**src/rtl/hazard_ctrl_if.sv**
```systemverilog
// Hazard controller port bundle: decode-stage fields and pipeline status in,
// operand forward selects and pipeline stall/flush controls out.
interface hazard_ctrl_if;
  logic       id_valid;
  logic [4:0] id_rs1;
  logic [4:0] id_rs2;
  logic [4:0] id_rd;
  logic       id_reg_write;
  logic       id_is_load;
  logic       id_mem_access;
  logic       ex_pc_src;
  logic       mem_ready;
  logic [1:0] fwd_a_sel;
  logic [1:0] fwd_b_sel;
  logic       stall_f;
  logic       stall_d;
  logic       stall_e;
  logic       stall_m;
  logic       stall_w;
  logic       flush_d;
  logic       flush_e;
  logic       mem_err;

  modport master (
    output id_valid, id_rs1, id_rs2, id_rd, id_reg_write, id_is_load,
           id_mem_access, ex_pc_src, mem_ready,
    input  fwd_a_sel, fwd_b_sel, stall_f, stall_d, stall_e, stall_m, stall_w,
           flush_d, flush_e, mem_err
  );

  modport slave (
    input  id_valid, id_rs1, id_rs2, id_rd, id_reg_write, id_is_load,
           id_mem_access, ex_pc_src, mem_ready,
    output fwd_a_sel, fwd_b_sel, stall_f, stall_d, stall_e, stall_m, stall_w,
           flush_d, flush_e, mem_err
  );
endinterface

```
**src/rtl/hazard_ctrl.sv**
```systemverilog
// Five-stage pipeline hazard controller: shadow ID->EX->MEM->WB register-use
// tracking, EX operand forwarding, load-use / branch / memory-wait controls.
module hazard_ctrl #(
  parameter int unsigned MEM_TIMEOUT = 15
) (
  input logic          clk,
  input logic          rst_n,
  hazard_ctrl_if.slave hz
);

  localparam int unsigned CW = (MEM_TIMEOUT < 1) ? 1 : $clog2(MEM_TIMEOUT + 1);
  localparam logic [1:0] SEL_REG = 2'b00;
  localparam logic [1:0] SEL_WB  = 2'b01;
  localparam logic [1:0] SEL_MEM = 2'b10;

  typedef struct packed {
    logic       valid;
    logic [4:0] rs1;
    logic [4:0] rs2;
    logic [4:0] rd;
    logic       reg_write;
    logic       is_load;
    logic       mem_access;
  } ex_stage_t;

  typedef struct packed {
    logic       valid;
    logic [4:0] rd;
    logic       reg_write;
    logic       mem_access;
  } mem_stage_t;

  typedef struct packed {
    logic       valid;
    logic [4:0] rd;
    logic       reg_write;
  } wb_stage_t;

  ex_stage_t  ex_q,  ex_d;
  mem_stage_t mem_q;
  wb_stage_t  wb_q;
  logic [CW-1:0] cnt_q, cnt_inc;
  logic       mem_err_q;

  logic mem_wait, load_use, ex_wr, mem_wr, wb_wr;

  // Producer qualification: x0 is never a real destination
  always_comb begin
    ex_wr    = ex_q.valid  & ex_q.reg_write  & (ex_q.rd  != 5'd0);
    mem_wr   = mem_q.valid & mem_q.reg_write & (mem_q.rd != 5'd0);
    wb_wr    = wb_q.valid  & wb_q.reg_write  & (wb_q.rd  != 5'd0);
    mem_wait = mem_q.valid & mem_q.mem_access & ~hz.mem_ready;
    load_use = hz.id_valid & ex_q.is_load & ex_wr &
               ((ex_q.rd == hz.id_rs1) | (ex_q.rd == hz.id_rs2));
  end

  // Operand forwarding: MEM holds the newer value, so it wins over WB
  always_comb begin
    hz.fwd_a_sel = SEL_REG;
    hz.fwd_b_sel = SEL_REG;
    if (mem_wr && mem_q.rd == ex_q.rs1)     hz.fwd_a_sel = SEL_MEM;
    else if (wb_wr && wb_q.rd == ex_q.rs1)  hz.fwd_a_sel = SEL_WB;
    if (mem_wr && mem_q.rd == ex_q.rs2)     hz.fwd_b_sel = SEL_MEM;
    else if (wb_wr && wb_q.rd == ex_q.rs2)  hz.fwd_b_sel = SEL_WB;
  end

  // Stall/flush priority: memory wait, then branch, then load-use
  always_comb begin
    hz.stall_f = 1'b0;
    hz.stall_d = 1'b0;
    hz.stall_e = 1'b0;
    hz.stall_m = 1'b0;
    hz.stall_w = 1'b0;
    hz.flush_d = 1'b0;
    hz.flush_e = 1'b0;
    if (mem_wait) begin
      hz.stall_f = 1'b1;
      hz.stall_d = 1'b1;
      hz.stall_e = 1'b1;
      hz.stall_m = 1'b1;
      hz.stall_w = 1'b1;
    end else if (hz.ex_pc_src) begin
      hz.flush_d = 1'b1;
      hz.flush_e = 1'b1;
    end else if (load_use) begin
      hz.stall_f = 1'b1;
      hz.stall_d = 1'b1;
      hz.flush_e = 1'b1;
    end
  end

  always_comb begin
    ex_d = '0;
    if (!hz.flush_e) begin
      ex_d.valid      = hz.id_valid;
      ex_d.rs1        = hz.id_rs1;
      ex_d.rs2        = hz.id_rs2;
      ex_d.rd         = hz.id_rd;
      ex_d.reg_write  = hz.id_reg_write;
      ex_d.is_load    = hz.id_is_load;
      ex_d.mem_access = hz.id_mem_access;
    end
    cnt_inc = (cnt_q == CW'(MEM_TIMEOUT)) ? cnt_q : cnt_q + CW'(1);
  end

  // Shadow pipeline advances unless the MEM access is still pending
  always_ff @(posedge clk or negedge rst_n) begin
    if (!rst_n) begin
      ex_q  <= '0;
      mem_q <= '0;
      wb_q  <= '0;
    end else if (!mem_wait) begin
      ex_q  <= ex_d;
      mem_q <= '{valid: ex_q.valid, rd: ex_q.rd, reg_write: ex_q.reg_write,
                 mem_access: ex_q.mem_access};
      wb_q  <= '{valid: mem_q.valid, rd: mem_q.rd, reg_write: mem_q.reg_write};
    end
  end

  // Flag becomes visible in the wait cycle after the count reaches the limit
  always_ff @(posedge clk or negedge rst_n) begin
    if (!rst_n) begin
      cnt_q     <= '0;
      mem_err_q <= 1'b0;
    end else if (mem_wait) begin
      cnt_q <= cnt_inc;
      if (cnt_inc == CW'(MEM_TIMEOUT)) mem_err_q <= 1'b1;
    end else begin
      cnt_q <= '0;
    end
  end

  assign hz.mem_err = mem_err_q;

endmodule

```
**src/flat_wrapper.sv**
```systemverilog
// flat-port wrapper written by rule: the top's interface ports become plain ports
module hazard_ctrl_flat 
#(
  parameter int unsigned MEM_TIMEOUT = 15
)
  (clk, rst_n, hz_id_valid, hz_id_rs1, hz_id_rs2, hz_id_rd, hz_id_reg_write, hz_id_is_load, hz_id_mem_access, hz_ex_pc_src, hz_mem_ready, hz_fwd_a_sel, hz_fwd_b_sel, hz_stall_f, hz_stall_d, hz_stall_e, hz_stall_m, hz_stall_w, hz_flush_d, hz_flush_e, hz_mem_err);
  hazard_ctrl_if hz_i ();
  input logic clk;
  input logic rst_n;
  input wire logic [$bits(hz_i.id_valid)-1:0] hz_id_valid;
  input wire logic [$bits(hz_i.id_rs1)-1:0] hz_id_rs1;
  input wire logic [$bits(hz_i.id_rs2)-1:0] hz_id_rs2;
  input wire logic [$bits(hz_i.id_rd)-1:0] hz_id_rd;
  input wire logic [$bits(hz_i.id_reg_write)-1:0] hz_id_reg_write;
  input wire logic [$bits(hz_i.id_is_load)-1:0] hz_id_is_load;
  input wire logic [$bits(hz_i.id_mem_access)-1:0] hz_id_mem_access;
  input wire logic [$bits(hz_i.ex_pc_src)-1:0] hz_ex_pc_src;
  input wire logic [$bits(hz_i.mem_ready)-1:0] hz_mem_ready;
  output wire logic [$bits(hz_i.fwd_a_sel)-1:0] hz_fwd_a_sel;
  output wire logic [$bits(hz_i.fwd_b_sel)-1:0] hz_fwd_b_sel;
  output wire logic [$bits(hz_i.stall_f)-1:0] hz_stall_f;
  output wire logic [$bits(hz_i.stall_d)-1:0] hz_stall_d;
  output wire logic [$bits(hz_i.stall_e)-1:0] hz_stall_e;
  output wire logic [$bits(hz_i.stall_m)-1:0] hz_stall_m;
  output wire logic [$bits(hz_i.stall_w)-1:0] hz_stall_w;
  output wire logic [$bits(hz_i.flush_d)-1:0] hz_flush_d;
  output wire logic [$bits(hz_i.flush_e)-1:0] hz_flush_e;
  output wire logic [$bits(hz_i.mem_err)-1:0] hz_mem_err;
  assign hz_i.id_valid = hz_id_valid;
  assign hz_i.id_rs1 = hz_id_rs1;
  assign hz_i.id_rs2 = hz_id_rs2;
  assign hz_i.id_rd = hz_id_rd;
  assign hz_i.id_reg_write = hz_id_reg_write;
  assign hz_i.id_is_load = hz_id_is_load;
  assign hz_i.id_mem_access = hz_id_mem_access;
  assign hz_i.ex_pc_src = hz_ex_pc_src;
  assign hz_i.mem_ready = hz_mem_ready;
  assign hz_fwd_a_sel = hz_i.fwd_a_sel;
  assign hz_fwd_b_sel = hz_i.fwd_b_sel;
  assign hz_stall_f = hz_i.stall_f;
  assign hz_stall_d = hz_i.stall_d;
  assign hz_stall_e = hz_i.stall_e;
  assign hz_stall_m = hz_i.stall_m;
  assign hz_stall_w = hz_i.stall_w;
  assign hz_flush_d = hz_i.flush_d;
  assign hz_flush_e = hz_i.flush_e;
  assign hz_mem_err = hz_i.mem_err;
  hazard_ctrl #(.MEM_TIMEOUT(MEM_TIMEOUT)) u_core (.clk(clk), .rst_n(rst_n), .hz(hz_i));
endmodule
```
**config.mk**
```make
export PLATFORM = sky130hd
export DESIGN_NAME = hazard_ctrl_flat
export DESIGN_NICKNAME = d
export VERILOG_FILES = /design/src/rtl/hazard_ctrl_if.sv /design/src/rtl/hazard_ctrl.sv /design/src/flat_wrapper.sv
export SDC_FILE = /design/constraint.sdc
export NUM_CORES = 1
export LEC_CHECK = 0
export CORE_MARGIN = 2
export CORE_UTILIZATION = 45
export CTS_BUF_LIST = sky130_fd_sc_hd__clkbuf_4
export DETAILED_ROUTE_END_ITERATION = 8
export PLACE_DENSITY = 0.72
export SLEW_MARGIN = 20
export SYNTH_ARGS = -nofsm -noshare
export SYNTH_HDL_FRONTEND = slang
export SYNTH_SLANG_ARGS = --single-unit
```
**constraint.sdc**
```tcl
create_clock -name clk -period 1.9 [get_ports clk]
set_clock_uncertainty 0.15 [all_clocks]
set_input_delay 0.285 -clock clk [delete_from_list [all_inputs] [get_ports clk]]
set_output_delay 0.285 -clock clk [all_outputs]
set_load 0.02 [all_outputs]
```
Word level (Yosys, flattened, before mapping)
Cells that the tools add are included.
Operators by class
  $add $sub $neg: 1
  eq/ne operators: 8
  muxes and demuxes: 15
  bitwise operators: 13
  reduce and logical (&&, ||, !) cells: 8
Operators by type and width (count)
  $eq A5 B5 Y1: 6
  $mux W19: 1
  $reduce_bool A5 Y1: 3
  $and A1 B1 Y1: 11
  $mux W1: 10
  $eq A4 B4 Y1 const B: 2
  $mux W4: 2
  $add A4 B1 Y4 const B: 1
  $logic_and A1 B1 Y1: 4
  $mux W2: 2
  $reduce_and A2 Y1: 1
  $not A1 Y1: 1
  $or A1 B1 Y1: 1
Word-level totals
  bits in registers: 39
  input bits: 23
  output and inout port bits: 12

Logic depth before layout (Yosys ltp)
Gate-level depths: netlist of the first run.
  depth after elaboration: 8
  mapped depth: 6
  depth with buffers taken out: 5

Worst setup path before layout of the first run
OpenSTA, ideal clock, no wires.
  path type: register to output
  start point: register u_core.ex_q[3] in the netlist's numbering
  end point: output hz_stall_f
  data arrival time: 1798 ps
  data required time: 1465 ps
  path slack: -333 ps
  cell stages (with the launch flop): 6
  path buffers: 1
  cells stage by stage: dfrtp_1 -> xor2_1 -> nor3_1 -> a22oi_1 -> o31ai_1 -> buf_4
Between the ends
  longest elaborated chain between the ends: 7
  elaborated cells on any way between the ends: 10
  those cells by class: 2 x eq/ne; 3 x mux; 4 x bitwise; 1 x reduce/logical
Ends and longest elaborated chain
  start: declaration: line hazard_ctrl.sv:39  | ex_stage_t ex_q, ex_d;
  start signal: assignment: line hazard_ctrl.sv:109  | ex_q <= '0;
  start signal: assignment: line hazard_ctrl.sv:113  | ex_q <= ex_d;
  $reduce_bool A5 Y1: line hazard_ctrl.sv:49  | ex_wr = ex_q.valid & ex_q.reg_write & (ex_q.rd != 5'd0);
  $and A1 B1 Y1: line hazard_ctrl.sv:49
  $and A1 B1 Y1: line hazard_ctrl.sv:53  | load_use = hz.id_valid & ex_q.is_load & ex_wr &
  $and A1 B1 Y1 *: line hazard_ctrl.sv:53
  $mux W1 * (3 in series)
  end: declaration: line flat_wrapper.sv:21  | output wire logic [$bits(hz_i.stall_f)-1:0] hz_stall_f;
Every way passes the cells marked *; elsewhere a longest branch is shown, timed or not.

Worst setup path in the final report of the first run
  start point: register u_core.mem_q[4] in the netlist's numbering
  end point: output hz_fwd_a_sel[0]
Between the ends
  longest elaborated chain between the ends: 4
  elaborated cells on any way between the ends: 5
  those cells by class: 1 x eq/ne; 1 x mux; 1 x bitwise; 2 x reduce/logical
Ends and longest elaborated chain
  start: declaration: line hazard_ctrl.sv:40  | mem_stage_t mem_q;
  start signal: assignment: line hazard_ctrl.sv:114  | mem_q <= '{valid: ex_q.valid, rd: ex_q.rd, reg_write: ex_q.reg_write,
  $reduce_bool A5 Y1: line hazard_ctrl.sv:50  | mem_wr = mem_q.valid & mem_q.reg_write & (mem_q.rd != 5'd0);
  $and A1 B1 Y1: line hazard_ctrl.sv:50
  $logic_and A1 B1 Y1 *: line hazard_ctrl.sv:61  | if (mem_wr && mem_q.rd == ex_q.rs1) hz.fwd_a_sel = SEL_MEM;
  $mux W2 *: line hazard_ctrl.sv:61
  end: declaration: line flat_wrapper.sv:19  | output wire logic [$bits(hz_i.fwd_a_sel)-1:0] hz_fwd_a_sel;
Marks and branches as above.

==> metrics.yaml, run 1 <==
yosys:
  syn_avg_cell_area_sq_um: 9.910
  synthArstFlopShare_pct: 100.0
  synth_flop_cell: "dfrtp_1"
  ys_ff_latch: 39
  synthCells: 227
  synth_edf_count: 0
  seq_area_frac_synth_pct: 43.38
  synth_area_sq_um: 2250
  synth_nets: 251
  yosysWarnings: 0
  synth_cell_types: 37
sta:
  worst_slew_pin_slew_ps: 499.3
  period_minus_slack_ps: 2383
  hold_violations: 0
  worst_slack_ps: -483.3
  max_slew_margin_pct: 66.71
  max_freq_mhz: 419.6
  fin_tns_setup_ps: -5264
  finalSetupViolCount: 26
  rsz0062_at_grt: "true"
  period_share_pct: 125.4
  finalMaxSlewViolations: 0
global_routing:
  grt_overflow: 0
  grt_first_pass_wirelength_microns: 8963
  grt_max_degree: 43
  grt_pass1_vias: 1857
  antenna_found_initial: 0
  track_usage_pct: 21.39
die:
  die_h_microns: 74.71
  ioPinCount: 35
  std_cell_rows: 25
  coreArea_sq_um: 4786
  die-width_microns: 74.71
  die-area_sq_um: 5581
  initial_core_util_pct: 47.01
finish:
  layout-drive-gt1-share_pct: 27.15
  diodes: 0
  post-route-util_pct: 64.68
  final_cell_count_no_fill: 369
  area_growth_syn_to_layout_pct: 37.60
  fin_nets: 325
setup_path:
  required_ps: 1460
  arrival_ps: 1950
  crit_start: "u_core.mem_q[4]$_DFFE_PN0N_"
  endpoint_kind: "primary output"
  start_kind: "flip-flop"
  critical_path_class: "flip-flop to primary output"
  worst-path-max-fanout: 2
  r2r_start: "u_core.ex_q[5]$_DFFE_PN0N_"
clocking:
  cts_max_path_buffers: 2
  cts_tree: "built"
  path_clk_slew_ps: 120
  cts_max_level: 2
  cts-root-buf: "clkbuf_4"
  worstSkewPairLatency_ps: 340
  numCtsBuffers: 5
  cts.sinks: 39
place:
  placed_cells: 356
  gp_congestion: 0.8051
  port_buffers: 34
  dpl.hpwl_microns: 3915
routing:
  drt_iter0_drc: 117
  drtAntennaViolNets: 0
  drt-pass1-iter-count: 4
  vias: 1915
  route.detailed.drc: 0
  finalWirelength_microns: 5340
  avgRoutedWirePerCell_microns: 14.47
  via_per_inst: 5.190
worst_hold_path:
  holdCritPathClass: "flip-flop to flip-flop"
  hp-start: "u_core.wb_q[0]$_DFFE_PN0N_"
pwr:
  power_per_cell_area_nw_per_um2: 911.1
  peakVddDrop_v: 0.0005351
  power.total_mw: 2.820
  leakagePower_nw: 1.508
status:
  violations: "setup timing"
  status: "finished with violations"
run:
  cap_viol_max_count: 0
-- cell type report --
cell class / count / area [sq um]
Clock buffer: 5 / 37.54
Inverter: 3 / 12.51
Clock inverter: 3 / 43.79
Multi-Input combinational cell: 169 / 1249
Tap cell: 67 / 83.83
Timing Repair Buffer: 83 / 690.7
Sequential cell: 39 / 978.4
Fill cell: 410 / 1690
-- synth_stat cells (2+ instances only) --
| cell | n | area share [%] |
|---|---|---|
| a21o_1 | 19 | 6.3 |
| a22o_1 | 19 | 7.4 |
| buf_2 | 5 | 1.1 |
| buf_4 | 3 | 1.0 |
| buf_6 | 2 | 1.0 |
| clkbuf_1 | 5 | 0.83 |
| dfrtp_1 | 39 | 43 |
| inv_1 | 2 | 0.33 |
| nand2_1 | 38 | 6.3 |
| nand2b_1 | 4 | 1.1 |
| nand3_1 | 5 | 1.1 |
| nand4_1 | 2 | 0.56 |
| nor2_1 | 6 | 1.0 |
| nor3_1 | 3 | 0.67 |
| nor3b_1 | 20 | 6.7 |
| nor4_1 | 2 | 0.56 |
| nor4_2 | 2 | 1.1 |
| o21ai_0 | 2 | 0.44 |
| o31ai_1 | 2 | 0.67 |
| xnor2_1 | 13 | 5.1 |
| xor2_1 | 18 | 7.0 |
-- critical path, cell delays in order (launching register included) --
cell	delay, ps
dfrtp_1	390
or4_4	550
o211ai_4	270
nor4_4	100
nor4_4	130
buf_4	170
-- metal layers --
layer	wire length (microns)	share of wire [%]	track usage, %
met1	2490	47	29.16
met2	2612	49	34.51
met3	171	3.2	4.016
met4	65	1.2	7.143
met5	0	0	0
-- metrics by stage --
stage	instance area (sq um)	worst slack [ps]	hold WS (ps)
4_1_cts	3082	-498.0	339.8
6_report	3095	-483.3	340.8
3_3_place_gp	2955	-725.2	221.2
5_1_grt	3095	-576.2	365.8
2_1_floorplan	2302	-77.60	-160.6
3_5_place_dp	2955	-773.1	224.0
-- cell families (layout without fill, tap and decap cells) --
| kind of cell | count (synthesis) | after routing | synth area share [%] |
|---|---|---|---|
| AO/OA/AOI/OAI | 49 | 49 | 17.96 |
| XOR/XNOR | 31 | 31 | 12.07 |
| adder cells (fa/ha/maj) | 1 | 1 | 0.5561 |
| buffers and inverters | 19 | 94 | 4.616 |
| flip-flops | 39 | 39 | 43.38 |
| multiplexers | 1 | 1 | 0.4450 |
| AND/OR/NAND/NOR | 87 | 87 | 20.97 |
-- worst paths after layout --
kind	to	slack, ps	cells past startpoint
min in group asynchronous	u_core.mem_q[1]$_DFFE_PN0N_	360	3
max reg2reg	u_core.ex_q[15]$_DFFE_PN0N_	-140	7
min reg2reg	u_core.wb_q[0]$_DFFE_PN0N_	340	2
min	u_core.wb_q[0]$_DFFE_PN0N_	340	2
max	hz_fwd_a_sel[0]	-480	5
max in group asynchronous	u_core.ex_q[5]$_DFFE_PN0N_	870	3
-- registers in the layout, indices dropped and copies added, names as in the netlist --
name               flops
u_core.hz.mem_err      1
u_core.mem_q           8
u_core.wb_q            7
u_core.cnt_q           4
u_core.ex_q           19
-- timing repair --
action / in CTS / in global routing
setup buffers: 2 / 2
endpoints found under the setup margin: 30 / 29
hold buffers: 1 / 0
pin swaps: 5 / 5
hold endpoints to repair: 39 / 0
gates resized for setup: 54 / 9
-- cell usage in the layout, fill, tap and decap left out, drive strengths merged, types with 2 or more instances in the layout --
| cell | Yosys | layout |
|---|---|---|
| o31ai | 2 | 2 |
| or4 | 2 | 2 |
| nor2 | 6 | 6 |
| buf | 11 | 60 |
| inv | 2 | 2 |
| nand2b | 4 | 4 |
| clkbuf | 5 | 5 |
| nor4 | 4 | 4 |
| dfrtp | 39 | 39 |
| a22o | 19 | 19 |
| o21ai | 3 | 3 |
| xnor2 | 13 | 13 |
| nand2 | 38 | 38 |
| clkinv | 1 | 3 |
| clkdlybuf4s50 | 0 | 22 |
| xor2 | 18 | 18 |
| nand3 | 5 | 5 |
| nand4 | 2 | 2 |
| nor3b | 20 | 20 |
| nor3 | 3 | 3 |
| a21o | 19 | 19 |
-- power breakdown --
group / internal, mW / switching [mW] / leakage (nW)
combinational: 0.591 / 0.521 / 0.982
clock: 0.277 / 0.286 / 0.0452
sequential: 0.990 / 0.156 / 0.480
Note: power is estimated with default switching activity, not from simulation.
==> run 2, diff against run 1 <==
ABC_CLOCK_PERIOD_IN_PS = 1900   (was default)
GPL_TIMING_DRIVEN = 0   (was default)
HOLD_SLACK_MARGIN = 0.02   (was default)
==> run 2 against run 1 <==
Compared with the run above:
- the flow still finishes with violations (setup timing)
- cell area increased by 8.0%
- combinational power grew 6%
- register-to-register slack better by 130 ps
- sequential share of layout area is 2.1 points lower
- die area is the same
- sequential power increased by 5%
- setup slack worse by 37 ps
==> metrics.yaml, run 2 (synthesis results as in run 1) <==
clocking:
  cts_max_path_buffers: 2
  cts-root-buf: "clkbuf_4"
  path_clk_slew_ps: 120
  worstSkewPairLatency_ps: 360
  cts_tree: "built"
  cts_max_level: 2
  numCtsBuffers: 5
  cts.sinks: 39
finish:
  largest_reg_flops: 19
  diodes: 0
  layout_common_cells: "nand2_1 (37), buf_4 (32), dfrtp_1 (31), clkdlybuf4s50_1 (21)"
  reg.largest.list: "u_core.ex_q: 19 flops, u_core.mem_q: 8 flops, u_core.wb_q: 7 flops"
  regMostFlops: "u_core.ex_q"
  fin_nets: 324
  final_common_cell: "nand2_1"
  area_growth_syn_to_layout_pct: 48.61
  post-route-util_pct: 69.86
  fill_cells: 356
  layout-drive-gt1-share_pct: 36.54
setup_path:
  start_kind: "flip-flop"
  critical_path_class: "flip-flop to primary output"
  crit_path_frequent_cell: "buf_6"
  crit_chain: "or4_4, o21ai_4, buf_6, o31ai_4, buf_6, buf_6"
  path_buf_inv: 3
  worst-path-max-fanout: 5
  arrival_ps: 1990
  path_delay_family: "simple AND/OR/NAND/NOR gates"
  cp_slowest_cell: "or4_4"
  required_ps: 1460
  endpoint_kind: "primary output"
  slowest_delay_ps: 540
global_routing:
  grt_pass1_vias: 1892
  grt_max_degree: 30
  grt_first_pass_wirelength_microns: 9328
  track_usage_pct: 22.52
  antenna_found_initial: 0
  grt_overflow: 0
sta:
  worst_slack_ps: -520.3
  period_share_pct: 127.4
  period_minus_slack_ps: 2420
  finalSetupViolCount: 13
  finalMaxSlewViolations: 0
  max_freq_mhz: 413.2
  hold_violations: 0
  max_slew_margin_pct: 54.47
  worst_slew_pin_slew_ps: 683.0
  rsz0062_at_grt: "true"
routing:
  finalWirelength_microns: 6197
  avgRoutedWirePerCell_microns: 16.84
  drt_iter0_drc: 133
  route.detailed.drc: 0
  drtAntennaViolNets: 0
  vias: 1971
  drt-pass1-iter-count: 4
  via_per_inst: 5.356
pwr:
  leakagePower_nw: 1.580
  power_per_cell_area_nw_per_um2: 885.5
  peakVddDrop_v: 0.0005460
  power.total_mw: 2.961
die:
  initial_core_util_pct: 47.01
  ioPinCount: 35
  die-width_microns: 74.71
  coreArea_sq_um: 4786
  std_cell_rows: 25
  die-area_sq_um: 5581
  die_h_microns: 74.71
place:
  gp_congestion: 0.8674
  port_buffers: 34
  dpl.hpwl_microns: 3964
  post-place-ws_ps: -1191
worst_hold_path:
  holdCritPathClass: "input pin to flip-flop"
status:
  violations: "setup timing"
  status: "finished with violations"
run:
  cap_viol_max_count: 0
run 2: changes by cell type in the layout (fill, tap and decap cells not counted), moves of 6 or more:
cell / previous run / this run
buf_4: 48 / 32
buf_6: 4 / 15
dfrtp_1: 37 / 31
dfrtp_2: 2 / 8
nor3b_1: 20 / 5
nor3b_2: 0 / 11
run 2: layer usage:
metal | GRT usage [%] | share of wire (%)
met5 | 0 | 0
met4 | 5.357 | 1.1
met3 | 5.087 | 3.7
met2 | 38.05 | 52
met1 | 29.61 | 43
run 2: final cells by class:
type	count	area, sq um	share of cell area, %
multi-input combinational	169	1401	41.92
sequential	39	985.9	29.49
timing repair buffer	67	628.1	18.79
buffer	15	146.4	4.379
tap	67	83.83	2.507
clock inverter	3	43.79	1.310
clock buffer	5	37.54	1.123
inverter	3	16.27	0.4865
run 2: final timing paths:
check,to,slack (ps),start,cells after the start
max,hz_stall_f,-520,u_core.ex_q[5]$_DFFE_PN0N_,6
min,u_core.wb_q[6]$_DFFE_PN0N_,160,hz_mem_ready,2
max reg2reg,u_core.ex_q[18]$_DFFE_PN0N_,-10,u_core.ex_q[5]$_DFFE_PN0N_,8
min reg2reg,u_core.mem_q[0]$_DFFE_PN0N_,330,u_core.ex_q[0]$_DFFE_PN0N_,1
max in group asynchronous,u_core.ex_q[4]$_DFFE_PN0N_,970,rst_n,3
min in group asynchronous,u_core.wb_q[3]$_DFFE_PN0N_,170,rst_n,2
run 2: per-stage QoR:
step / cells / hold WS, ps / TNS [ps] / cell area (sq um)
3_3_place_gp: 328 / 300.1 / -38300 / 2726
3_5_place_dp: 329 / 33.54 / -16790 / 2741
4_1_cts: 358 / 147.3 / -3602 / 3072
6_report: 368 / 157.6 / -3425 / 3343
2_1_floorplan: 227 / -160.6 / -291.4 / 2302
5_1_grt: 368 / 124.2 / -4695 / 3343
run 2: report_power, final:
part,total (mW),leakage [nW],switching (mW),internal [mW]
Sequential,1.21,0.474,0.215,0.995
Combinational,1.18,1.06,0.553,0.630
Clock,0.569,0.0452,0.292,0.277
run 2: timing repair:
action,CTS,global route
buffers inserted,21,13
resized for setup,85,51
gates cloned,0,0
hold endpoints to repair,39,0
hold buffers,1,0
pin swaps,9,12
setup endpoints to repair,14,29
run 2: worst register-to-register path: cells and delay by family (launching register included):
family	cells	cell delay, ps
DFF	1	480
AOI/OAI and AO/OA	2	280
xor gates and xnor gates	1	150
and+or+nand+nor	1	180
buffers and inverters	4	570
